`src/rtl/step_move_seq_pkg.sv`:
```
// Shared types and defaults for the step/direction move sequencer.
package step_move_seq_pkg;

    localparam int MIN_PERIOD_DEF = 4;
    localparam int DIR_SETUP_DEF  = 16;

    typedef enum logic [2:0] {
        IDLE   = 3'd0,
        LOAD   = 3'd1,
        DSETUP = 3'd2,
        HIGH   = 3'd3,
        LOW    = 3'd4
    } state_t;

    typedef struct packed {
        logic [31:0] period;
        logic [15:0] steps;
        logic        dir;
    } cmd_t;

endpackage

```
`src/rtl/step_cmd_fifo.sv`:
```
// Synchronous command FIFO with flush; rdata shows the head entry while not empty.
module step_cmd_fifo
    import step_move_seq_pkg::*;
#(
    parameter int DEPTH = 4
) (
    input  logic       clk,
    input  logic       rst,
    input  logic       flush,
    input  logic       wr,
    input  cmd_t       wdata,
    input  logic       rd,
    output cmd_t       rdata,
    output logic       full,
    output logic       empty,
    output logic [4:0] level
);
    localparam int AW = (DEPTH > 1) ? $clog2(DEPTH) : 1;

    cmd_t          mem [DEPTH];
    logic [AW-1:0] wptr;
    logic [AW-1:0] rptr;
    logic [4:0]    count;
    logic          do_wr;
    logic          do_rd;

    assign full  = (count == 5'(DEPTH));
    assign empty = (count == 5'd0);
    assign level = count;
    assign rdata = mem[rptr];
    assign do_wr = wr && !full;
    assign do_rd = rd && !empty;

    always_ff @(posedge clk) begin
        if (rst || flush) begin
            wptr  <= '0;
            rptr  <= '0;
            count <= '0;
        end else begin
            if (do_wr) wptr <= wptr + AW'(1);
            if (do_rd) rptr <= rptr + AW'(1);
            count <= count + 5'(do_wr) - 5'(do_rd);
        end
    end

    always_ff @(posedge clk) begin
        if (do_wr && !rst && !flush) mem[wptr] <= wdata;
    end

endmodule

```
`src/rtl/step_move_seq.sv`:
```
// Queued stepper move sequencer: pops {period, steps, dir} commands and emits ST_CLK pulses.
// Optional feature: define STEP_POS_CNT_EN to add the signed position counter output.
module step_move_seq
    import step_move_seq_pkg::*;
#(
    parameter int QDEPTH     = 4,
    parameter int DIR_SETUP  = DIR_SETUP_DEF,
    parameter int MIN_PERIOD = MIN_PERIOD_DEF
) (
    input  logic               LClk,
    input  logic               LRst,
    input  logic               cmd_wr,
    input  logic [31:0]        cmd_period,
    input  logic [15:0]        cmd_steps,
    input  logic               cmd_dir,
    input  logic               abort,
    output logic               cmd_full,
    output logic               cmd_ovf,
    output logic [4:0]         q_level,
    output logic               ST_CLK,
    output logic               ST_DIR,
    output logic               ST_ENB,
    output logic               busy,
    output logic               move_done,
`ifdef STEP_POS_CNT_EN
    output logic signed [31:0] position,
`endif
    output state_t             fsm_state
);
    localparam logic [31:0] SETUP_LOAD = 32'(DIR_SETUP - 1);
    localparam logic [31:0] MIN_P      = 32'(MIN_PERIOD);

    state_t      state, state_next;
    cmd_t        cur;
    cmd_t        fifo_rdata;
    logic        fifo_empty;
    logic        wr_acc;
    logic        pop;
    logic        done_evt;
    logic        dir_next;
    logic        enb_next;
    logic [31:0] timer, timer_next;
    logic [15:0] remain, remain_next;
    logic [31:0] eff_period;
    logic [31:0] half_len;
    logic [31:0] low_len;

    // abort discards any same-cycle write; full writes are dropped inside the FIFO
    assign wr_acc = cmd_wr && !cmd_full && !abort;

    step_cmd_fifo #(.DEPTH(QDEPTH)) u_fifo (
        .clk   (LClk),
        .rst   (LRst),
        .flush (abort),
        .wr    (cmd_wr && !abort),
        .wdata ('{period: cmd_period, steps: cmd_steps, dir: cmd_dir}),
        .rd    (pop),
        .rdata (fifo_rdata),
        .full  (cmd_full),
        .empty (fifo_empty),
        .level (q_level)
    );

    assign eff_period = (cur.period < MIN_P) ? MIN_P : cur.period;
    assign half_len   = eff_period >> 1;
    assign low_len    = eff_period - half_len;
    assign busy       = (state != IDLE) || !fifo_empty;
    assign fsm_state  = state;

    always_ff @(posedge LClk) begin
        if (LRst) begin
            state     <= IDLE;
            cur       <= '0;
            timer     <= '0;
            remain    <= '0;
            ST_CLK    <= 1'b0;
            ST_DIR    <= 1'b0;
            ST_ENB    <= 1'b0;
            move_done <= 1'b0;
            cmd_ovf   <= 1'b0;
        end else begin
            state     <= state_next;
            timer     <= timer_next;
            remain    <= remain_next;
            ST_CLK    <= (state_next == HIGH);
            ST_DIR    <= dir_next;
            ST_ENB    <= enb_next;
            move_done <= done_evt;
            cmd_ovf   <= cmd_wr && cmd_full && !abort;
            if (pop) cur <= fifo_rdata;
        end
    end

`ifdef STEP_POS_CNT_EN
    always_ff @(posedge LClk) begin
        if (LRst) begin
            position <= '0;
        end else if (state_next == HIGH && state != HIGH) begin
            position <= ST_DIR ? position - 32'sd1 : position + 32'sd1;
        end
    end
`endif

    always_comb begin
        state_next  = state;
        timer_next  = timer;
        remain_next = remain;
        dir_next    = ST_DIR;
        pop         = 1'b0;
        done_evt    = 1'b0;
        case (state)
            IDLE: begin
                if (!fifo_empty) begin
                    pop        = 1'b1;
                    state_next = LOAD;
                end
            end
            LOAD: begin
                remain_next = cur.steps;
                if (cur.steps == 16'd0) begin
                    done_evt   = 1'b1;
                    state_next = IDLE;
                end else if (cur.dir != ST_DIR) begin
                    dir_next   = cur.dir;
                    timer_next = SETUP_LOAD;
                    state_next = DSETUP;
                end else begin
                    timer_next = half_len - 32'd1;
                    state_next = HIGH;
                end
            end
            DSETUP: begin
                if (timer == 32'd0) begin
                    timer_next = half_len - 32'd1;
                    state_next = HIGH;
                end else begin
                    timer_next = timer - 32'd1;
                end
            end
            HIGH: begin
                if (timer == 32'd0) begin
                    timer_next = low_len - 32'd1;
                    state_next = LOW;
                end else begin
                    timer_next = timer - 32'd1;
                end
            end
            LOW: begin
                if (timer == 32'd0) begin
                    remain_next = remain - 16'd1;
                    if (remain == 16'd1) begin
                        done_evt   = 1'b1;
                        state_next = IDLE;
                    end else begin
                        timer_next = half_len - 32'd1;
                        state_next = HIGH;
                    end
                end else begin
                    timer_next = timer - 32'd1;
                end
            end
            default: state_next = IDLE;
        endcase
        if (abort) begin
            state_next = IDLE;
            dir_next   = ST_DIR;
            pop        = 1'b0;
            done_evt   = 1'b0;
        end
        // enable holds through an IDLE that will immediately pop another command
        enb_next = !abort && ((state_next != IDLE) ||
                              ((state != IDLE) && (!fifo_empty || wr_acc)));
    end

endmodule

```
`config.mk`:
```
export PLATFORM = sky130hd
export DESIGN_NAME = step_move_seq
export DESIGN_NICKNAME = d
export VERILOG_FILES = /design/src/rtl/step_move_seq_pkg.sv /design/src/rtl/step_cmd_fifo.sv /design/src/rtl/step_move_seq.sv
export SDC_FILE = /design/constraint.sdc
export NUM_CORES = 1
export LEC_CHECK = 0
export CELL_PAD_IN_SITES_DETAIL_PLACEMENT = 1
export CELL_PAD_IN_SITES_GLOBAL_PLACEMENT = 1
export CORE_ASPECT_RATIO = 1.75
export CORE_MARGIN = 2
export CORE_UTILIZATION = 35
export DETAILED_ROUTE_END_ITERATION = 10
export HOLD_SLACK_MARGIN = 0.03
export PLACE_DENSITY = 0.59
export SLEW_MARGIN = 10
export SYNTH_ARGS = -nofsm -noshare
export SYNTH_HDL_FRONTEND = slang
export SYNTH_SLANG_ARGS = --single-unit
```
`constraint.sdc`:
```
create_clock -name LClk -period 4.5 [get_ports LClk]
set_clock_uncertainty 0.1 [all_clocks]
set_input_delay 0.9 -clock LClk [delete_from_list [all_inputs] [get_ports LClk]]
set_output_delay 0.9 -clock LClk [all_outputs]
set_load 0.02 [all_outputs]
```
# After elaboration in Yosys (flattened, before gate mapping)

Memories as Yosys holds them, arrays and structs flattened. A register that Yosys moved wholly into a read port is not among the register bits.
Index checks and enable logic that the tools add are counted.

Multiplexer cells: 28
Bitwise logic cells: 2
Reduce and logical (&&, ||, !) cells: 31
Equality and inequality tests: 11
Magnitude comparators: 1
$add $sub $neg: 9

Operators by type and width:

| cell                                                                           | number |
|---|---|
| 32-bit two-way mux                                                             | 7 |
| 32-bit one-hot mux with 4 select lines                                         | 1 |
| 32-bit by 1-bit subtractor with 32-bit output (second input constant)          | 2 |
| 32-bit logical NOT                                                             | 1 |
| 32-bit by 3-bit less-than comparator with 1-bit output (second input constant) | 1 |
| 16-bit one-hot mux with 2 select lines                                         | 1 |
| 31-bit by 1-bit subtractor with 32-bit output (second input constant)          | 1 |
| 32-bit by 31-bit subtractor with 32-bit output                                 | 1 |
| 16-bit by 1-bit equality test with 1-bit output (second input constant)        | 1 |
| 16-bit logical NOT                                                             | 1 |
| 16-bit two-way mux                                                             | 1 |
| 16-bit by 1-bit subtractor with 16-bit output (second input constant)          | 1 |
| 3-bit two-way mux                                                              | 5 |
| 3-bit one-hot mux with 5 select lines                                          | 1 |
| 1-bit logical AND                                                              | 11 |
| 3-bit by 2-bit equality test with 1-bit output (second input constant)         | 3 |
| 1-bit two-way mux                                                              | 9 |
| 3-bit nonzero test                                                             | 2 |
| 5-bit by 1-bit adder with 5-bit output                                         | 1 |
| 5-bit by 3-bit equality test with 1-bit output (second input constant)         | 1 |
| 5-bit logical NOT                                                              | 1 |
| 5-bit by 1-bit subtractor with 5-bit output                                    | 1 |
| 2-bit by 1-bit adder with 2-bit output (second input constant)                 | 2 |
| 1-bit logical NOT                                                              | 4 |
| 16 further kinds                                                               | 22 |

Bits in writable memories: 196
Input port bits: 53
Memories kept: 1
Register bits: 65

Memory list:

| memory     | depth | bits a word | rd ports | clocked after Yosys merged registers in | wr ports | line                | source |
|---|---|---|---|---|---|---|---|
| u_fifo.mem | 4     | 49          | 1        | 1                                       | 1        | step_cmd_fifo.sv:20 | `cmd_t mem [DEPTH];` |

# Longest topological paths before layout

Gate-level depths: netlist of run 1.

Depth in word-level cells: 8
Depth in mapped cells: 17
Depth with buffers taken out: 16

# Modules after synthesis

Synthesis of run 1 repeated with hierarchy kept, for this count alone.

Cell total of the unflattened synthesis: 1535
Area total of the unflattened synthesis: 16485.8 µm²

By module, submodules not included:

| module        | area an instance (µm²) | cells each | instances | sequential area each (µm²) |
|---|---|---|---|---|
| step_move_seq | 8733.4                 | 1209       | 1         | 2102.0 |
| step_cmd_fifo | 7752.4                 | 326        | 1         | 6105.9 |

# Least setup slack after synthesis of run 1

OpenSTA, ideal clock, no wires.

Path kind: reg2reg
Start point: register, netlist name cur[33]
End point: register timer[22]
Data arrival time: 3.765 ns
Path buffers: 0
Setup slack: 0.544 ns
Stages on the path, launching flop included: 16
Setup time: 0.091 ns
Cells stage by stage: dfxtp_1 > nor4_1 > nand4_1 > o21ai_0 > ha_1 > inv_1 > fa_1 > nor2b_1 > o21ai_0 > a311oi_1 > o2111ai_1 > a311o_1 > and2_1 > xnor2_1 > a211o_1 > a311oi_1

Word-level cells in the longest chain between the ends: 6
Elaborated cells on any way between the ends: 12
Classes of those cells: add/sub: 3; order compare: 1; mux: 8

Ends and longest elaborated chain:

| element                                                                                                         | line                                                             | source |
|---|---|---|
| 32-bit by 3-bit less-than comparator with 1-bit output                                                          | step_move_seq.sv:64                                              | `assign eff_period = (cur.period < MIN_P) ? MIN_P : cur.period;` |
| 32-bit two-way mux *                                                                                            | step_move_seq.sv:64                                              |  |
| 32-bit by 31-bit subtractor with 32-bit output or 31-bit by 1-bit subtractor with 32-bit output (tied branches) | -                                                                |  |
| 32-bit by 1-bit subtractor with 32-bit output, or another cell as far along                                     | step_move_seq.sv:142                                             | `timer_next = low_len - 32'd1;` |
| 32-bit two-way mux, on equally long branches                                                                    | step_move_seq.sv:141, step_move_seq.sv:120, step_move_seq.sv:149 |  |
| 32-bit one-hot mux with 4 select lines *                                                                        | step_move_seq.sv:111                                             | `case (state)` |
| end signal, assigned                                                                                            | step_move_seq.sv:83                                              | `timer <= timer_next;` |
| end, declared                                                                                                   | step_move_seq.sv:42                                              | `logic [31:0] timer, timer_next;` |

Mark *: on every way between the ends. The rest lies on a longest branch, timed or not. The select of a mux whose other input is x is not followed.
A chain may end at the register's enable or synchronous reset.

# Worst setup path in the final report of run 1

Start point: register, netlist name cur[41]
End point: register timer[22]

Word-level cells in the longest chain between the ends: 6
Elaborated cells on any way between the ends: 12
Classes of those cells: add/sub: 3; order compare: 1; mux: 8

Ends and longest elaborated chain:

| element                                                                                                         | line |
|---|---|
| 32-bit by 3-bit less-than comparator with 1-bit output *                                                        | step_move_seq.sv:64 |
| 32-bit two-way mux *                                                                                            | step_move_seq.sv:64 |
| 32-bit by 31-bit subtractor with 32-bit output or 31-bit by 1-bit subtractor with 32-bit output (tied branches) | - |
| 32-bit by 1-bit subtractor with 32-bit output, or another cell as far along                                     | step_move_seq.sv:142 |
| 32-bit two-way mux, on equally long branches                                                                    | step_move_seq.sv:141, step_move_seq.sv:120, step_move_seq.sv:149 |
| 32-bit one-hot mux with 4 select lines *                                                                        | step_move_seq.sv:111 |

Marked as above.

==> summary.md, run 1 <==
Yosys
• 0.07405 — adder-cell share of the synthesized area
• edfxtp_1, nand2_1, a21oi_1 — most instantiated cells after synthesis
• 196 — count of flip-flops with a built-in enable after synthesis
• 1,606 — Synth Instances
• 16,760 µm² — post-synthesis instance area
• edfxtp_1 — primary flip-flop cell chosen by synthesis mapping
• 0.3511 — share of the synthesized area in the top cell type
• edfxtp_1, dfxtp_1, ha_1 — cell types occupying the most area after synthesis
• 0 — share of flip-flops with an asynchronous set or reset after synthesis
• 0.07301 — multiplexer area fraction after synthesis
• 0.03606 — share of the synthesized netlist area taken by xor and xnor gates
• 0.4873 — sequential share of the synthesized area
• 0.1389 — Compound-Gate Fraction of Synth Area
• 10.44 µm² — mean area per synthesized cell
• edfxtp_1 — leading cell type by number of instances after synthesis
• 310 — total of flip-flops plus latches after synthesis
• 0.1475 — Simple-Gate Fraction of Synth Area
• 82 — count of cell types in the netlist
• simple AND/OR/NAND/NOR gates — dominant combinational cell family by area after synthesis
• edfxtp_1 — largest area contributor in the netlist
• 0 — count of synthesis-stage warnings from yosys
• 1,757 — net count of the mapped netlist

Worst setup path
• flip-flop to flip-flop — Crit Path Class
• 18 — number of cell instances on the worst register-to-register path
• 3 — Max FO, Critical Path
• 4670 ps — data arrival time of the critical path
• 220 ps — reg-to-reg setup timing slack
• cur[41] — worst setup path startpoint
• flip-flop — type of destination of the critical path
• cur[41] — startpoint of the most critical register-to-register path
• flip-flop — startpoint type of the worst setup path
• 4890 ps — Required @ worst endpoint
• timer[22] — reg-to-reg endpoint

Placed design
• 67 — number of buffer cells added on primary ports
• 2,233 — Placed Instances
• 0.8654 — placer congestion estimate
• 37,280 µm — post-DP HPWL
• -9.594 ps — placement-stage worst setup slack

Detailed routing
• 5.456 — vias per cell
• 4 — Pre-antenna DRT Iters
• 0 — number of nets still failing antenna checks after routing
• 21.92 µm — routed length per placed instance
• 460 — first-iteration detailed-routing DRC count
• 0 — DRC violations left
• 12,490 — detailed-route via count
• 50,210 µm — aggregate routed wire length

Floorplan
• 293.5 µm — chip height
• 106 — num rows
• 47,480 µm² — CORE AREA
• 49,720 µm² — Total Die Area
• 68 — I/O pin count
• 169.4 µm — die span in x
• 0.3530 — effective utilization at floorplan

Clock network
• done — CTS tree
• 310 — Num Clock Sinks
• 590 ps — latest clock arrival within the worst-skew pair
• 30 — number of buffers created by CTS
• 3 — clk buf depth
• clkbuf_16 — buffer type at the clock tree root
• 70 ps — register clock-pin slew on the reported worst setup and hold paths
• 1 — CTS H-Tree Depth

Min path
• 2 — cell depth of the worst hold path
• cur[17] — worst hold path endpoint
• flip-flop to flip-flop — hold crit path type
• cur[17] — start point of the worst hold path

STA
• 0 — final slew viol count
• 0.9507 — Tcrit/Tclk final
• 0 — Fin. Hold Viols
• 4278 ps — minimum clock period
• 1088 ps — transition time at the pin with the least slew margin
• 221.7 ps — post-layout worst setup margin
• 0.2337 GHz — upper clock frequency limit
• 0 ps — total negative slack for setup checks
• false — setup repair after global routing missed its margin
• 0 — Final setup violation count
• 0.2746 — Max transition margin

Final layout
• 0.1221 — share of layout cells above drive strength 1
• 15.90% — Syn-to-layout area delta
• 2,290 — final non-filler cell total
• 0.4091 — final core occ
• 0 — antenna fix cells
• 5,233 — filler cell count in the final layout
• 1,824 — count of nets after finishing

Global route
• 13,200 — via count of the first global-routing pass
• 0 — initial antenna violation count
• 78 — maximum number of pins on one net before global-route repair
• 0 — overflow left after global routing
• 78,500 µm — wire length of the first global-routing pass
• 0.2031 — overall global routing resource usage

Status
• finished clean — outcome

Job
• 0 — reported max-cap violation count

[metal layers]
layer	vias to the layer above	global-route usage	share of wire
met5	-	0	0
li1	5995	-	-
met2	197	0.3692	0.52
met3	84	0.02020	0.027
met1	6218	0.2478	0.42
met4	0	0.07296	0.035
[cell families after synthesis]
family	count (synthesis)
xor gates and xnor gates	69
adders and majority gates	98
AOI/OAI and AO/OA	368
DFF	310
and+or+nand+nor	513
buffers and inverters	187
muxes	61
[layout make-up]
| cell class | count | area (µm²) | share of cell area |
|---|---|---|---|
| inverter | 84 | 315.3 | 0.01623 |
| sequential | 310 | 8173 | 0.4207 |
| tap | 594 | 743.2 | 0.03826 |
| multi-input combinational | 1109 | 7898 | 0.4065 |
| clock buffer | 34 | 765.7 | 0.03942 |
| timing repair buffer | 138 | 1251 | 0.06441 |
| clock inverter | 21 | 280.3 | 0.01443 |
[flip-flops by register name (all words and copies together) (netlist names)]
signal,flops
u_fifo.rptr,2
fsm_state,3
timer,32
cmd_ovf,1
ST_CLK,1
move_done,1
ST_DIR,1
u_fifo.wptr,2
u_fifo.level,5
remain,16
u_fifo.mem,196
cur,49
ST_ENB,1
[worst max-delay path by stage]
stage	endpoint
2_1_floorplan	timer[22]
3_3_place_gp	timer[22]
3_5_place_dp	timer[22]
4_1_cts	timer[22]
5_1_grt	timer[22]
6_report	timer[22]
[what timing repair did]
| action | CTS | global route |
|---|---|---|
| gates resized for setup | 1 | 5 |
| hold buffers | 0 | 0 |
| pin swaps | 0 | 3 |
| setup buffers | 0 | 2 |
| setup endpoints to repair | 2 | 6 |
[layout by cell type, fill, tap and decap left out, types with 49 or more instances in the layout]
cell	n
buf_4	68
clkdlybuf4s50_1	66
a21oi_1	133
nand2_1	182
mux4_2	49
xnor2_1	56
ha_1	96
nor2_1	129
o21ai_0	67
edfxtp_1	196
dfxtp_1	112
inv_1	83
[worst max-delay path: stages, from the launching register on]
cell and delay [ps]:
dfxtp_1 310, nor4_1 270, buf_4 160, nand4_1 100
buf_4 190, o21ai_2 190, ha_1 190, inv_1 50
fa_1 400, nor2b_1 170, o21ai_1 120, a311oi_1 270
buf_4 160, o2111ai_2 180, a311o_1 470, and2_1 210
xnor2_1 130, a211o_1 270, a311oi_1 240
[per-stage QoR]
step           hold WS (ps)  instance area (µm²)
3_3_place_gp          357.6                18350
2_1_floorplan         331.8                16760
5_1_grt               408.6                19430
6_report              367.9                19430
3_5_place_dp          362.3                18350
4_1_cts               375.4                19400
Power of run 1 is not shown: default switching activity piles up to over one toggle a cycle in this logic, so the estimate is an artifact.
==> run 2, diff against run 1 <==
- PLACE_DENSITY: 0.59 -> unset
- PLACE_DENSITY_LB_ADDON: unset -> 0.1
==> run 2 against run 1 <==
  * Critical endpoint unchanged
  * Hold slack got worse by 2.0 ps
  * Clock-buffer cell count is 4 higher
  * Wire length grew 1.5%
  * Register-to-register slack better by 80 ps
  * Utilization decreased by 0.28 points
  * First-iteration DRC count rose by 4.6%
==> summary.md, run 2 (synthesized netlist as in run 1, its figures left out) <==
Worst setup path
• compound AO/OA/AOI/OAI gates — delay-heaviest family, CP
• flip-flop — startpoint type of the worst setup path
• 470 ps — delay of the slowest cell on the worst path
• flip-flop to flip-flop — Crit Path Class
• nor4_2 -> buf_4 -> nand4_1 -> buf_4 -> o21ai_2 -> ha_1 -> inv_1 -> fa_1 -> nor2b_2 -> o21ai_1 -> a311oi_1 -> buf_4 -> o2111ai_2 -> a311o_1 -> and2_1 -> xnor2_1 -> a211o_1 -> a311oi_1 — chain of cells forming the critical path
• 3 — Max FO, Critical Path
• buf_4 — most prevalent standard cell on the critical path
• 4580 ps — data arrival time of the critical path
• flip-flop — type of destination of the critical path
• a311o_1 — crit path max-delay cell type
• 4 — number of buffers and inverters on the critical path
• 4890 ps — Required @ worst endpoint

Global route
• 0.2076 — overall global routing resource usage
• 52 — maximum number of pins on one net before global-route repair
• 13,310 — via count of the first global-routing pass
• 0 — initial antenna violation count
• 0 — overflow left after global routing
• 79,630 µm — wire length of the first global-routing pass

Final layout
• edfxtp_1 — leading cell type in the layout, fill and taps excluded
• 5,235 — filler cell count in the final layout
• 15.10% — Syn-to-layout area delta
• u_fifo.mem — Most flops, register
• 0.1215 — share of layout cells above drive strength 1
• 1,823 — count of nets after finishing
• 196 — number of flip-flops under the largest register name
• 0 — antenna fix cells
• u_fifo.mem x196, cur x49, timer x32 — Largest regs
• edfxtp_1, nand2_1, a21oi_1 — commonest non-fill, non-tap cells in the layout
• 0.4063 — final core occ
• 2,289 — final non-filler cell total

STA
• 0 — Fin. Hold Viols
• 0 — Final setup violation count
• 4194 ps — minimum clock period
• 305.9 ps — post-layout worst setup margin
• false — setup repair after global routing missed its margin
• 0 — final slew viol count
• 0.2384 GHz — upper clock frequency limit
• 0.9320 — Tcrit/Tclk final
• 920.2 ps — transition time at the pin with the least slew margin
• 0.3842 — Max transition margin
• 0 ps — total negative slack for setup checks

Floorplan
• 293.5 µm — chip height
• 68 — I/O pin count
• 106 — num rows
• 47,480 µm² — CORE AREA
• 169.4 µm — die span in x
• 49,720 µm² — Total Die Area
• 0.3530 — effective utilization at floorplan

Status
• finished clean — outcome

Detailed routing
• 0 — DRC violations left
• 22.27 µm — routed length per placed instance
• 5.429 — vias per cell
• 0 — number of nets still failing antenna checks after routing
• 5 — Pre-antenna DRT Iters
• 481 — first-iteration detailed-routing DRC count
• 50,970 µm — aggregate routed wire length
• 12,430 — detailed-route via count

Placed design
• 2,235 — Placed Instances
• 23.01 ps — placement-stage worst setup slack
• 0.8855 — placer congestion estimate
• 38,430 µm — post-DP HPWL
• 67 — number of buffer cells added on primary ports

Min path
• flip-flop to flip-flop — hold crit path type

Clock network
• 80 ps — register clock-pin slew on the reported worst setup and hold paths
• clkbuf_16 — buffer type at the clock tree root
• 29 — number of buffers created by CTS
• 0 — number of buffers inserted to repair setup after CTS
• 1 — CTS H-Tree Depth
• done — CTS tree
• 570 ps — latest clock arrival within the worst-skew pair
• 3 — clk buf depth
• 310 — Num Clock Sinks
• 0 — hold_buf cts

Job
• 0 — reported max-cap violation count

==> run 2: changes by cell type in the layout (fill, tap and decap cells not counted), sizes merged <==
| cell | previous run | this run |
|---|---|---|
| inv | 86 | 85 |
| clkinvlp | 2 | 5 |
| clkbuf | 34 | 38 |
| clkinv | 11 | 9 |
| bufinv | 6 | 1 |
==> run 2: worst reg2reg max path, delay by kind of cell, from the launching register on <==
family	cells	cell delay, ps
AOI/OAI and AO/OA	7	1700
and+or+nand+nor	4	710
adders and majority gates	2	590
buffers and inverters	4	580
DFF	1	320
xor gates and xnor gates	1	120
==> run 2: what timing repair did <==
item / 4_1_cts / 5_1_grt
pin swaps: 0 / 2
setup endpoints to repair: 1 / 5
gates resized for setup: 1 / 7
==> run 2: layer usage <==
layer / global-route usage / share of wire / wire length (µm)
met5: 0 / 0 / 0
met4: 0.07484 / 0.034 / 1711
met3: 0.01872 / 0.026 / 1301
met2: 0.3889 / 0.53 / 27000
met1: 0.2444 / 0.41 / 20950
==> run 2: area by class of cell <==
cell class | instances | area [µm²] | area share
repair buffers | 138 | 1251 | 0.06485
clock inverters | 16 | 123.9 | 0.006421
well taps | 594 | 743.2 | 0.03852
inverters | 84 | 315.3 | 0.01634
multi-input cells | 1109 | 7906 | 0.4098
clock buffers | 38 | 779.5 | 0.04040
flip-flops and latches | 310 | 8173 | 0.4236
==> run 2: path summary, 6_finish.rpt <==
check	startpoint	to	slack (ps)	cells past startpoint
worst max-delay path	cur[41]	timer[22]	310	18
worst min-delay path	cur[17]	cur[17]	370	2
worst max register to register	cur[41]	timer[22]	310	18
worst min register to register	cur[17]	cur[17]	370	2
==> run 2: metrics by stage <==
stage	hold WS, ps	instance area, µm²
after floorplan	331.8	16760
after global placement	356.1	18370
after detailed placement	358.6	18370
after CTS	367.5	19270
after global routing	388.9	19290
final	366.0	19290
Power of run 2 is left out for the same reason.
==> run 3, diff against run 2 <==
- SLEW_MARGIN: 10 -> unset
==> results of run 3 <==
Same layout as run 2: the final DEF is identical, and so are final timing and power.
Power of run 3 is left out for the same reason.
==> RTL edit: new RTL, flow settings as in run 1 <==
Add a define of `STEP_POS_CNT_EN`.
--- a/src/rtl/step_move_seq.sv
+++ b/src/rtl/step_move_seq.sv
@@ -1,5 +1,7 @@
 // Queued stepper move sequencer: pops {period, steps, dir} commands and emits ST_CLK pulses.
 // Optional feature: define STEP_POS_CNT_EN to add the signed position counter output.
+`define STEP_POS_CNT_EN
+
 module step_move_seq
     import step_move_seq_pkg::*;
 #(
Formal check against the unedited RTL (old outputs only; new: position): no difference found for any inputs over 4 cycles, from zero or initial values and one cycle with LRst high; that may be too few to reach the edited logic, so the function may still have changed.
==> RTL edit against run 1 <==
  * Wire length rose by 14%
  * Setup slack gained 0.019 ns
  * Area after synthesis increased by 13%
  * Cell area up 16%
  * Sequential cell count grew 32
  * Critical path depth grew 3
  * Cell count is 18% higher
  * Sequential share of layout area decreased by 2.8 points
  * Largest cell class is now multi-input gates
  * Highest routed layer unchanged
==> RTL edit: results (changes against run 1) <==
hold_ws_ns: 0.359  # -0.00884 ns
worstMarginPinSlew_ns: 1.11  # +0.0203 ns
buffers: 197  # +43%
cp_slowest_cell: "a2111o_1"
cts-htree-levels: 2  # +1
syn_area_per_cell_um2: 10.1  # -3.1%
fillers: 5886  # +12%
die_w_um: 180  # +6.1%
slowest_delay_ns: 0.39  # -0.08 ns
fin_cells: 2707  # +18%
drt_iter0_drc: 523  # +14%
vias: 14700  # +18%
gp_congestion: 0.891  # +3.0%
largest_registers: "u_fifo.mem (196), cur (49)"
grt_pass1_wl_um: 90200  # +15%
period_minus_slack_ns: 4.26  # -0.0189 ns
status: "completed"
syn-num-nets: 2051  # +17%
synth_cell_types: 75  # -8.5%
grt_pass1_vias: 16000  # +21%
synth.top_cells.by_count: "edfxtp_1 (196), nand2_1 (183), a21oi_1 (177)"
area_share_clock_buf_inv_pct: 5.45  # +0.069 points
seq_area_share_pct: 39.2  # -2.8 points
post-route-util_pct: 42.1  # +1.2 points
multi_input_cells: 1321  # +19%
bufAreaShareNonClock_pct: 7.95  # +1.5 points
post-place-ws_ns: -0.130  # -0.120 ns
grt_max_degree: 125  # +60%
place_area_mm2: 0.0211  # +15%
cts.sinks: 342  # +10%
multi_input_area_share_pct: 41.9  # +1.2 points
dp_hpwl_um: 41600  # +12%
## RTL edit: cell types whose count changed after synthesis, sizes merged, moves of 11 or more
cell,change
a21oi,+42
dfxtp,+32
ha,+30
o21ai,+28
nor2,+24
xnor2,+22
xor2,+17
inv,+16
a311oi,-12
a21o,+11
## RTL edit: repair_timing
item / CTS / global route
setup buffers: 0 / 2
pin swaps: 1 / 7
setup endpoints to repair: 4 / 9
gates resized for setup: 6 / 14
## RTL edit: cells by family after synthesis
logic type / share of synthesized area [%]
mux: 6.65
buf+inv: 4.21
compound gates: 15.0
simple gates: 13.9
fa+ha+maj: 8.66
xor+xnor: 5.00
flops: 46.6
## RTL edit: routing by layer
layer | part of all wire (%) | wire, µm | vias to the layer above | track usage (%)
met4 | 5.3 | 3040 | 0 | 10.2
met5 | 0 | 0 | - | 0
met3 | 2.4 | 1350 | 109 | 2.03
li1 | - | - | 7039 | -
met1 | 38 | 21600 | 7341 | 21.1
met2 | 55 | 31400 | 221 | 39.9
